`src/rtl/register_writeback_pkg.sv`:
```
// Shared widths and queue entry type for the register-file writeback path.
// Imported by the writeback queue and the writeback top.
package riscv_wb_pkg;

  localparam int DATA_W = 32;
  localparam int ADDR_W = 5;

  typedef struct packed {
    logic [ADDR_W-1:0] rd;
    logic [DATA_W-1:0] data;
  } wb_entry_t;

endpackage

```
`src/rtl/register_writeback_fifo.sv`:
```
// In-order writeback queue: up to two pushes and one pop per cycle.
// Storage is exported so the top can run the forwarding search.
module wb_fifo
  import riscv_wb_pkg::*;
#(
  parameter  int DEPTH = 4,
  localparam int PW    = $clog2(DEPTH),
  localparam int CW    = $clog2(DEPTH) + 1
) (
  input  logic      clk,
  input  logic      rst_n,
  input  logic      push0,
  input  wb_entry_t push0_entry,
  input  logic      push1,
  input  wb_entry_t push1_entry,
  input  logic      pop,
  output wb_entry_t head_entry,
  output logic [PW-1:0] head_ptr,
  output logic [CW-1:0] count,
  output wb_entry_t entries [DEPTH]
);

  wb_entry_t         mem_q [DEPTH];
  wb_entry_t         mem_d [DEPTH];
  logic [PW-1:0]     head_q, head_d;
  logic [PW-1:0]     tail_q, tail_d;
  logic [CW-1:0]     count_q, count_d;

  // push1 is only ever raised together with push0 (compacted upstream)
  always_comb begin
    mem_d   = mem_q;
    head_d  = head_q;
    tail_d  = tail_q;
    count_d = count_q;
    if (push0) begin
      mem_d[tail_q] = push0_entry;
      tail_d        = tail_q + PW'(1);
    end
    if (push1) begin
      mem_d[tail_q + PW'(1)] = push1_entry;
      tail_d                 = tail_q + PW'(2);
    end
    if (pop) begin
      head_d = head_q + PW'(1);
    end
    count_d = count_q + CW'(push0) + CW'(push1) - CW'(pop);
  end

  always_ff @(posedge clk or negedge rst_n) begin
    if (!rst_n) begin
      head_q  <= '0;
      tail_q  <= '0;
      count_q <= '0;
      for (int i = 0; i < DEPTH; i++) begin
        mem_q[i] <= '0;
      end
    end else begin
      head_q  <= head_d;
      tail_q  <= tail_d;
      count_q <= count_d;
      mem_q   <= mem_d;
    end
  end

  assign head_entry = mem_q[head_q];
  assign head_ptr   = head_q;
  assign count      = count_q;
  assign entries    = mem_q;

endmodule

```
`src/rtl/register_writeback.sv`:
```
// Register-file write initiator: arbitrates mem/ALU results into an
// in-order queue, drains one write per cycle, and forwards pending values.
module register_writeback
  import riscv_wb_pkg::*;
#(
  parameter  int DEPTH  = 4,
  parameter  int DATA_W = riscv_wb_pkg::DATA_W,
  parameter  int ADDR_W = riscv_wb_pkg::ADDR_W,
  localparam int PW     = $clog2(DEPTH),
  localparam int CW     = $clog2(DEPTH) + 1
) (
  input  logic              clk,
  input  logic              rst_n,
  input  logic              memValid,
  input  logic [ADDR_W-1:0] memRd,
  input  logic [DATA_W-1:0] memData,
  output logic              memReady,
  input  logic              aluValid,
  input  logic [ADDR_W-1:0] aluRd,
  input  logic [DATA_W-1:0] aluData,
  output logic              aluReady,
  output logic              rWrite,
  output logic [31:0]       rsWrite,
  output logic [DATA_W-1:0] dataWrite,
  input  logic [ADDR_W-1:0] fwdRs1,
  input  logic [ADDR_W-1:0] fwdRs2,
  output logic              fwdHit1,
  output logic              fwdHit2,
  output logic [DATA_W-1:0] fwdData1,
  output logic [DATA_W-1:0] fwdData2,
  output logic [CW-1:0]     pendingCount
);

  logic          push0, push1, pop;
  wb_entry_t     push0_entry, push1_entry;
  wb_entry_t     mem_entry, alu_entry;
  wb_entry_t     head_entry;
  wb_entry_t     entries [DEPTH];
  logic [PW-1:0] head_ptr;
  logic [CW-1:0] count;
  logic [CW-1:0] free;
  logic          mem_take, alu_take;

  // free ignores the same-cycle pop so readies never depend on drain
  assign free     = CW'(DEPTH) - count;
  assign memReady = rst_n & (free >= CW'(1));
  assign aluReady = rst_n & ((free >= CW'(2)) |
                    ((free >= CW'(1)) & ~memValid));

  // x0 writes complete the handshake but never enter the queue
  assign mem_take = memValid & memReady & (memRd != '0);
  assign alu_take = aluValid & aluReady & (aluRd != '0);

  assign mem_entry = '{rd: memRd, data: memData};
  assign alu_entry = '{rd: aluRd, data: aluData};

  assign push0       = mem_take | alu_take;
  assign push0_entry = mem_take ? mem_entry : alu_entry;
  assign push1       = mem_take & alu_take;
  assign push1_entry = alu_entry;

  assign rWrite = (count != '0);
  assign pop    = rWrite;

  assign rsWrite   = rWrite ? 32'(head_entry.rd) : 32'd0;
  assign dataWrite = rWrite ? head_entry.data : '0;

  assign pendingCount = count;

  wb_fifo #(
    .DEPTH(DEPTH)
  ) u_fifo (
    .clk        (clk),
    .rst_n      (rst_n),
    .push0      (push0),
    .push0_entry(push0_entry),
    .push1      (push1),
    .push1_entry(push1_entry),
    .pop        (pop),
    .head_entry (head_entry),
    .head_ptr   (head_ptr),
    .count      (count),
    .entries    (entries)
  );

  // walk oldest to youngest so the last match wins
  always_comb begin
    logic [PW-1:0] idx;
    idx      = '0;
    fwdHit1  = 1'b0;
    fwdHit2  = 1'b0;
    fwdData1 = '0;
    fwdData2 = '0;
    for (int k = 0; k < DEPTH; k++) begin
      idx = head_ptr + PW'(k);
      if (CW'(k) < count) begin
        if ((fwdRs1 != '0) && (entries[idx].rd == fwdRs1)) begin
          fwdHit1  = 1'b1;
          fwdData1 = entries[idx].data;
        end
        if ((fwdRs2 != '0) && (entries[idx].rd == fwdRs2)) begin
          fwdHit2  = 1'b1;
          fwdData2 = entries[idx].data;
        end
      end
    end
  end

endmodule

```
`config.mk`:
```
export PLATFORM = sky130hd
export DESIGN_NAME = register_writeback
export DESIGN_NICKNAME = d
export VERILOG_FILES = /design/src/rtl/register_writeback_pkg.sv /design/src/rtl/register_writeback_fifo.sv /design/src/rtl/register_writeback.sv
export SDC_FILE = /design/constraint.sdc
export NUM_CORES = 1
export LEC_CHECK = 0
export ABC_CLOCK_PERIOD_IN_PS = 4010
export CORE_MARGIN = 2
export CORE_UTILIZATION = 53
export DETAILED_ROUTE_END_ITERATION = 12
export PLACE_DENSITY = 0.8
export REMOVE_ABC_BUFFERS = 1
export SLEW_MARGIN = 20
export SYNTH_ARGS = -nofsm -noshare
export SYNTH_HDL_FRONTEND = slang
export SYNTH_HIERARCHICAL = 1
export SYNTH_SLANG_ARGS = --single-unit
```
`constraint.sdc`:
```
create_clock -name clk -period 4.01 [get_ports clk]
set_input_delay 0.802 -clock clk [delete_from_list [all_inputs] [get_ports clk]]
set_output_delay 0.802 -clock clk [all_outputs]
set_load 0.01 [all_outputs]
```
* Word-level counts from Yosys, hierarchy flattened *
Index checks and enable logic that the tools add are counted.

operators by class
  bitwise gates (word level) = 17
  div/mod/pow operators = 0
  $lt $le $gt $ge = 14
  reductions and logical operators = 16
  shifts and indexed selects = 0
  $mul = 0
  mux-type cells = 57
  equal/unequal tests = 8
  add/sub/neg operators = 9

operators with widths
  cell                                                               count
  2-to-1 mux 32 bit                                                  17
  2-to-1 mux 37 bit                                                  11
  binary-select mux 37 bit (select 2 bit)                            4
  bitwise mux 148 bit                                                2
  2-to-1 mux 148 bit                                                 2
  demux 37 bit (select 2 bit)                                        2
  equality test 5 bit                                                8
  nonzero test 5 bit                                                 4
  greater-or-equal comparator 3 bit, second input constant           6
  inverter 2 -> 3 bit                                                6
  2-to-1 mux 1 bit                                                   16
  logical AND 1 bit                                                  10
  bitwise AND 1 bit                                                  8
  adder 2 bit, second input constant                                 3
  adder 3 x 1 -> 3 bit                                               2
  less-than comparator 1 x 3 -> 1 bit, first input constant          2
  less-than comparator 2 x 3 -> 1 bit, first input constant          2
  less-than comparator 3 x 1 -> 1 bit, second input constant         2
  2-to-1 mux 5 bit                                                   1
  adder 2 x 1 -> 2 bit, second input constant                        2
  2-to-1 mux 2 bit                                                   2
  greater-or-equal comparator 3 x 1 -> 1 bit, second input constant  1
  greater-or-equal comparator 3 x 2 -> 1 bit, second input constant  1
  nonzero test 3 bit                                                 1
  5 further kinds                                                    6

word-level totals
  output and inout port bits = 136
  memories = 0
  input port bits = 88
  register bits = 155
  word-level logic and storage cells = 132
  memory bits (read-only) = 0
  bits in latches = 0
  bits in writable memories = 0

* Logic depth before layout (Yosys ltp) *
  depth in word-level cells = 14
  gate-level depth with buffers = 18
  gate-level depth less buffers = 13

* Modules after synthesis *
The synthesis kept the hierarchy.

modules (own cells, without submodules)
  module              times used  seq. area each (um^2)  area an instance (um^2)  cells each
  wb_fifo             1           3878.7                 10054.6                  932
  register_writeback  1           0.0                    8036.5                   1083

* Worst setup path after synthesis *
OpenSTA, ideal clock, no wires.

  path kind = flip-flop to flip-flop
  from = reg u_fifo.count_q[0], in the netlist u_fifo/count[0]
  to = reg u_fifo.count_q[2], in the netlist u_fifo/count[2]
  required time = 3.887 ns
  stages on the path, launching flop included = 19
  arrival time = 3.938 ns
  setup time = 0.123 ns
  period minus slack after synthesis = 4.060 ns
  path buffers = 5
  path slack = -0.050 ns
  path through = dfrtp_1 inv_1 ha_1 ha_1 nand2b_1 o31a_1 o211ai_1 clkbuf_1 buf_1 nor3_1 buf_4 buf_6 buf_2 inv_1 ha_1 inv_1 fa_1 fa_1 xnor2_1

between the ends
  elaborated cells on any way between the ends = 17
  those cells by class = 4 x add/sub; 2 x order compare; 10 x bitwise; 1 x reduce/logical

RTL lines
  element                                     RTL line                       RTL
  start, declared                             register_writeback_fifo.sv:27  logic [CW-1:0] count_q, count_d;
  start signal, assigned                      register_writeback_fifo.sv:60  count_q <= count_d;
  subtractor 3 bit                            register_writeback.sv:45       assign free = CW'(DEPTH) - count;
  greater-or-equal comparator 3 x 1 -> 1 bit  register_writeback.sv:46       assign memReady = rst_n & (free >= CW'(1));
  bitwise AND 1 bit                           register_writeback.sv:46
  via memReady                                register_writeback.sv:17       output logic memReady,
  bitwise AND 1 bit (2 in a row)              register_writeback.sv:51       assign mem_take = memValid & memReady & (memRd != '0);
  bitwise AND 1 bit                           register_writeback.sv:59       assign push1 = mem_take & alu_take;
  via push1                                   register_writeback.sv:34       logic push0, push1, pop;
  adder 3 x 1 -> 3 bit                        register_writeback_fifo.sv:46  count_d = count_q + CW'(push0) + CW'(push1) - CW'(pop);
  subtractor 3 x 1 -> 3 bit                   register_writeback_fifo.sv:46
  via u_fifo.count_d[2]                       register_writeback_fifo.sv:27

The timed path passes the listed nets, and every way through them passes these cells.
A chain may end at the register's enable or synchronous reset.

* Final worst setup path *
  from = reg u_fifo.head_q[0], in the netlist u_fifo/head_ptr[0]
  to = out fwdData2[24]

between the ends
  word-level cells in the longest chain between the ends = 14
  elaborated cells on any way between the ends = 35
  those cells by class = 3 x add/sub; 4 x eq/ne; 20 x mux; 4 x bitwise; 4 x reduce/logical

ends and longest elaborated chain
  element                                                                        RTL line                       RTL
  start, declared                                                                register_writeback_fifo.sv:25  logic [PW-1:0] head_q, head_d;
  start signal, assigned                                                         register_writeback_fifo.sv:51  head_q <= '0;
  start signal, assigned                                                         register_writeback_fifo.sv:58  head_q <= head_d;
  parallel branches: the longest is 13 deep, another holds adder 2 x 1 -> 2 bit  -
  2-to-1 mux 32 bit (*)                                                          register_writeback.sv:96       if (CW'(k) < count) begin
  end, declared                                                                  register_writeback.sv:30       output logic [DATA_W-1:0] fwdData2,

Mark *: on every way between the ends. The select of a mux whose other input is x is not followed.

==> impl_metrics.tcl <==
set metrics [dict create \
    dr.pass1.iters 7 \
    synth.most_common_cell "a31oi_1" \
    required_ns 3.21 \
    synth_area_leaders "dfrtp_1 (21%), mux4_2 (9.7%), a21bo_2 (8.2%), and3b_1 (7.2%), a31oi_1 (6.2%)" \
    wirelength_um 64390 \
    cts_root_buf "clkbuf_16" \
    drive_gt1_frac 0.3546 \
    power_leakage_nw 9.580 \
    min_period_ns 4.419 \
    cpMostUsedCell "buf_12" \
    critPathLaunch "u_fifo/head_ptr[0]" \
    grt_pass1_vias 17636 \
    async_flop_share 1.000 \
    fp-row-count 67 \
    antenna_found_initial 0 \
    use_met2 0.5445 \
    maxCapViolations 0 \
    multi_input_area_um2 13800 \
    busiest_layer "met2" \
    cts_hold_buffers 0 \
    synth_top_area_share 0.2144 \
    syn_to_final_growth_pct 25.70 \
    rsz0062_at_grt "true" \
    fin_area_um2 22740 \
    dpl.hpwl_um 37740 \
    wire_per_inst_um 24.47 \
    drv_slew 0 \
    cp_max_fo 6 \
    grtUsageMet3 0.07040 \
    synth_seq_cells 155 \
    setup_viol 64 \
    r2r_start "u_fifo/count[1]" \
    pin_count 224 \
    antenna_cells 0 \
    placed_cell_area_um2 20940 \
    drc 0 \
    hold_path_class "input port to asynchronous set/reset pin" \
    cts.clk_slew.worst_paths_ns 0.07 \
    antenna_left 0 \
    grtUsageMet1 0.4316 \
    fin_ws_ns -0.4087 \
    synth-edff-count 0 \
    core-area_um2 33530 \
    seq_area_frac_synth 0.2144 \
    worstPathCellList "buf_12, buf_6, mux4_2, or3_4, a21oi_4, nand4_4, buf_12, buf_12, o311a_4, o31ai_4, buf_2" \
    whs_ns 0.4204 \
    slowest_stage "dfrtp_4" \
    regArea_um2 3886 \
    fp.dieW_um 188.8 \
    grt.overflow.total 0 \
    yosysUniqueCellTypes 60 \
    syn_inst 2015 \
    skew_ns 0.01448 \
    ys.flop_type "dfrtp_1" \
    place.gp.congestion 0.9096 \
    post-route-period-util 1.102 \
    syn-cell-area_um2 18090 \
    final_hold_viol_count 0 \
    cts_made_buffers 17 \
    worst_pin_slew_ns 1.089 \
    avgSynthCellArea_um2 8.978 \
    chipHeight_um 188.8 \
    vias 18604 \
    initial_core_util 0.5395 \
    port_buffers 196 \
    peakVddDrop_mv 0.5782 \
    dieArea_um2 35630 \
    cpPeakStageDelay_ns 0.50 \
    critPathArrivalTime_ns 3.62 \
    clock_latency_ns 0.46 \
    start_kind "flop" \
    path_class "flop to primary output" \
    end_kind "primary output" \
    track_usage 0.3417 \
    ctsHtreeMaxLevel 4 \
    viasPerCell 7.071 \
    pwr_density_cell_nw_per_um2 909.4 \
    tritoncts "done" \
    ys_warn_count 6 \
    finalSetupTns_ns -14.40 \
    netlist_top_cells_count "a31oi_1 (179), dfrtp_1 (155), nand3_1 (152), a21bo_2 (148), and3b_1 (148)" \
    status "complete, but fails checks" \
    first_iter_violations 2513 \
    fillers 2462 \
    clk_path_buf_depth 2 \
    utilization 0.6782 \
    nNetsFinal 2273 \
    grt_pass1_wl_um 97030 \
    cts_sinks 155 \
    p_total_mw 20.68 \
    synth_top_area_cell "dfrtp_1" \
    fmax_mhz 226.3 \
    violations "negative setup slack" \
    grt_max_degree 156 \
    relSlewSlack 0.2740 \
]
==> logic make-up after synthesis <==
| logic type | share of synthesized area |
|---|---|
| adders and majority gates | 0.01120 |
| muxes | 0.1821 |
| buffers and inverters | 0.08050 |
| DFF | 0.2144 |
| xor gates and xnor gates | 0.01937 |
| other | 0.0002073 |
| and+or+nand+nor | 0.2457 |
| AOI/OAI and AO/OA | 0.2465 |
==> state kept, by name, summed over array words and instances, names as in the netlist <==
name             flops
u_fifo/count         3
u_fifo/entries     148
u_fifo/head_ptr      2
u_fifo/tail_q        2
==> layout by cell type, fill, tap and decap left out, drive strengths merged, types with 3 or more instances in the layout <==
| cell type | Yosys | final |
|---|---|---|
| clkbuf | 120 | 20 |
| nand4 | 6 | 6 |
| mux4 | 90 | 90 |
| clkdlybuf4s50 | 0 | 129 |
| clkinv | 0 | 5 |
| or2 | 32 | 32 |
| or3 | 4 | 4 |
| or4 | 3 | 3 |
| a211oi | 62 | 62 |
| o31ai | 32 | 32 |
| and3b | 148 | 148 |
| nor3 | 36 | 36 |
| mux2i | 40 | 40 |
| nand2 | 71 | 71 |
| bufinv | 0 | 3 |
| nor2b | 132 | 132 |
| nand3b | 31 | 31 |
| nor2 | 130 | 131 |
| nand3 | 152 | 152 |
| o21ai | 33 | 33 |
| conb | 1 | 27 |
| inv | 16 | 23 |
| a21oi | 33 | 33 |
| mux2 | 73 | 73 |
| a21bo | 148 | 148 |
| xnor2 | 31 | 31 |
| nor4 | 4 | 4 |
| a31oi | 179 | 179 |
| and2 | 3 | 3 |
| ha | 13 | 13 |
| xor2 | 9 | 9 |
| buf | 149 | 246 |
| dfrtp | 155 | 155 |
| o311a | 31 | 31 |
| a221oi | 31 | 31 |
==> path summary, 6_finish.rpt <==
kind | end | slack, ns | depth (start not counted)
max reg2reg | u_fifo/entries[137] | 0.21 | 11
min in group clk | u_fifo/tail_q[1] | 0.68 | 1
min | u_fifo/head_ptr[0] | 0.42 | 2
min reg2reg | u_fifo/tail_q[1] | 0.68 | 1
max | fwdData2[24] | -0.41 | 11
max in group asynchronous | u_fifo/entries[14] | 2.79 | 2
==> worst max-delay path: cells and delay by family, from the launching register on <==
kind	cells	cell delay (ns)
AOI/OAI and AO/OA	3	0.89
buffers and inverters	5	0.79
and+or+nand+nor	2	0.52
DFF	1	0.50
muxes	1	0.44
==> what timing repair did <==
item                       4_1_cts  5_1_grt
setup endpoints to repair       77       68
gates cloned                     4        3
gates resized for setup        363       98
buffers inserted                24       12
pin swaps                       77       39
==> stage by stage <==
stage | setup WS (ns) | instances
after floorplan | -15.10 | 1772
after global placement | -0.5985 | 2560
after detailed placement | -0.6185 | 2560
after CTS | -0.3264 | 2617
after global routing | -0.4173 | 2631
final | -0.4087 | 2631
==> cell type report <==
type                            count  area share
Multi-Input combinational cell   1602      0.6069
Sequential cell                   155      0.1709
Timing Repair Buffer              378      0.1673
Tap cell                          448     0.02465
Clock buffer                       17     0.01871
Clock inverter                     15    0.008858
Inverter                           16    0.002696
==> power by group <==
group          internal, mW  switching [mW]  leakage, nW
clock network          1.01           0.804        0.310
logic                  7.57            8.01         7.35
registers              2.33           0.954         1.92
==> layer usage <==
| layer | vias to the layer above | share of wire |
|---|---|---|
| li1 | 7888 | - |
| met1 | 8964 | 0.37 |
| met2 | 1396 | 0.46 |
| met3 | 356 | 0.11 |
| met4 | 0 | 0.061 |
| met5 | - | 0 |
Power figures use the tool's default switching activity.
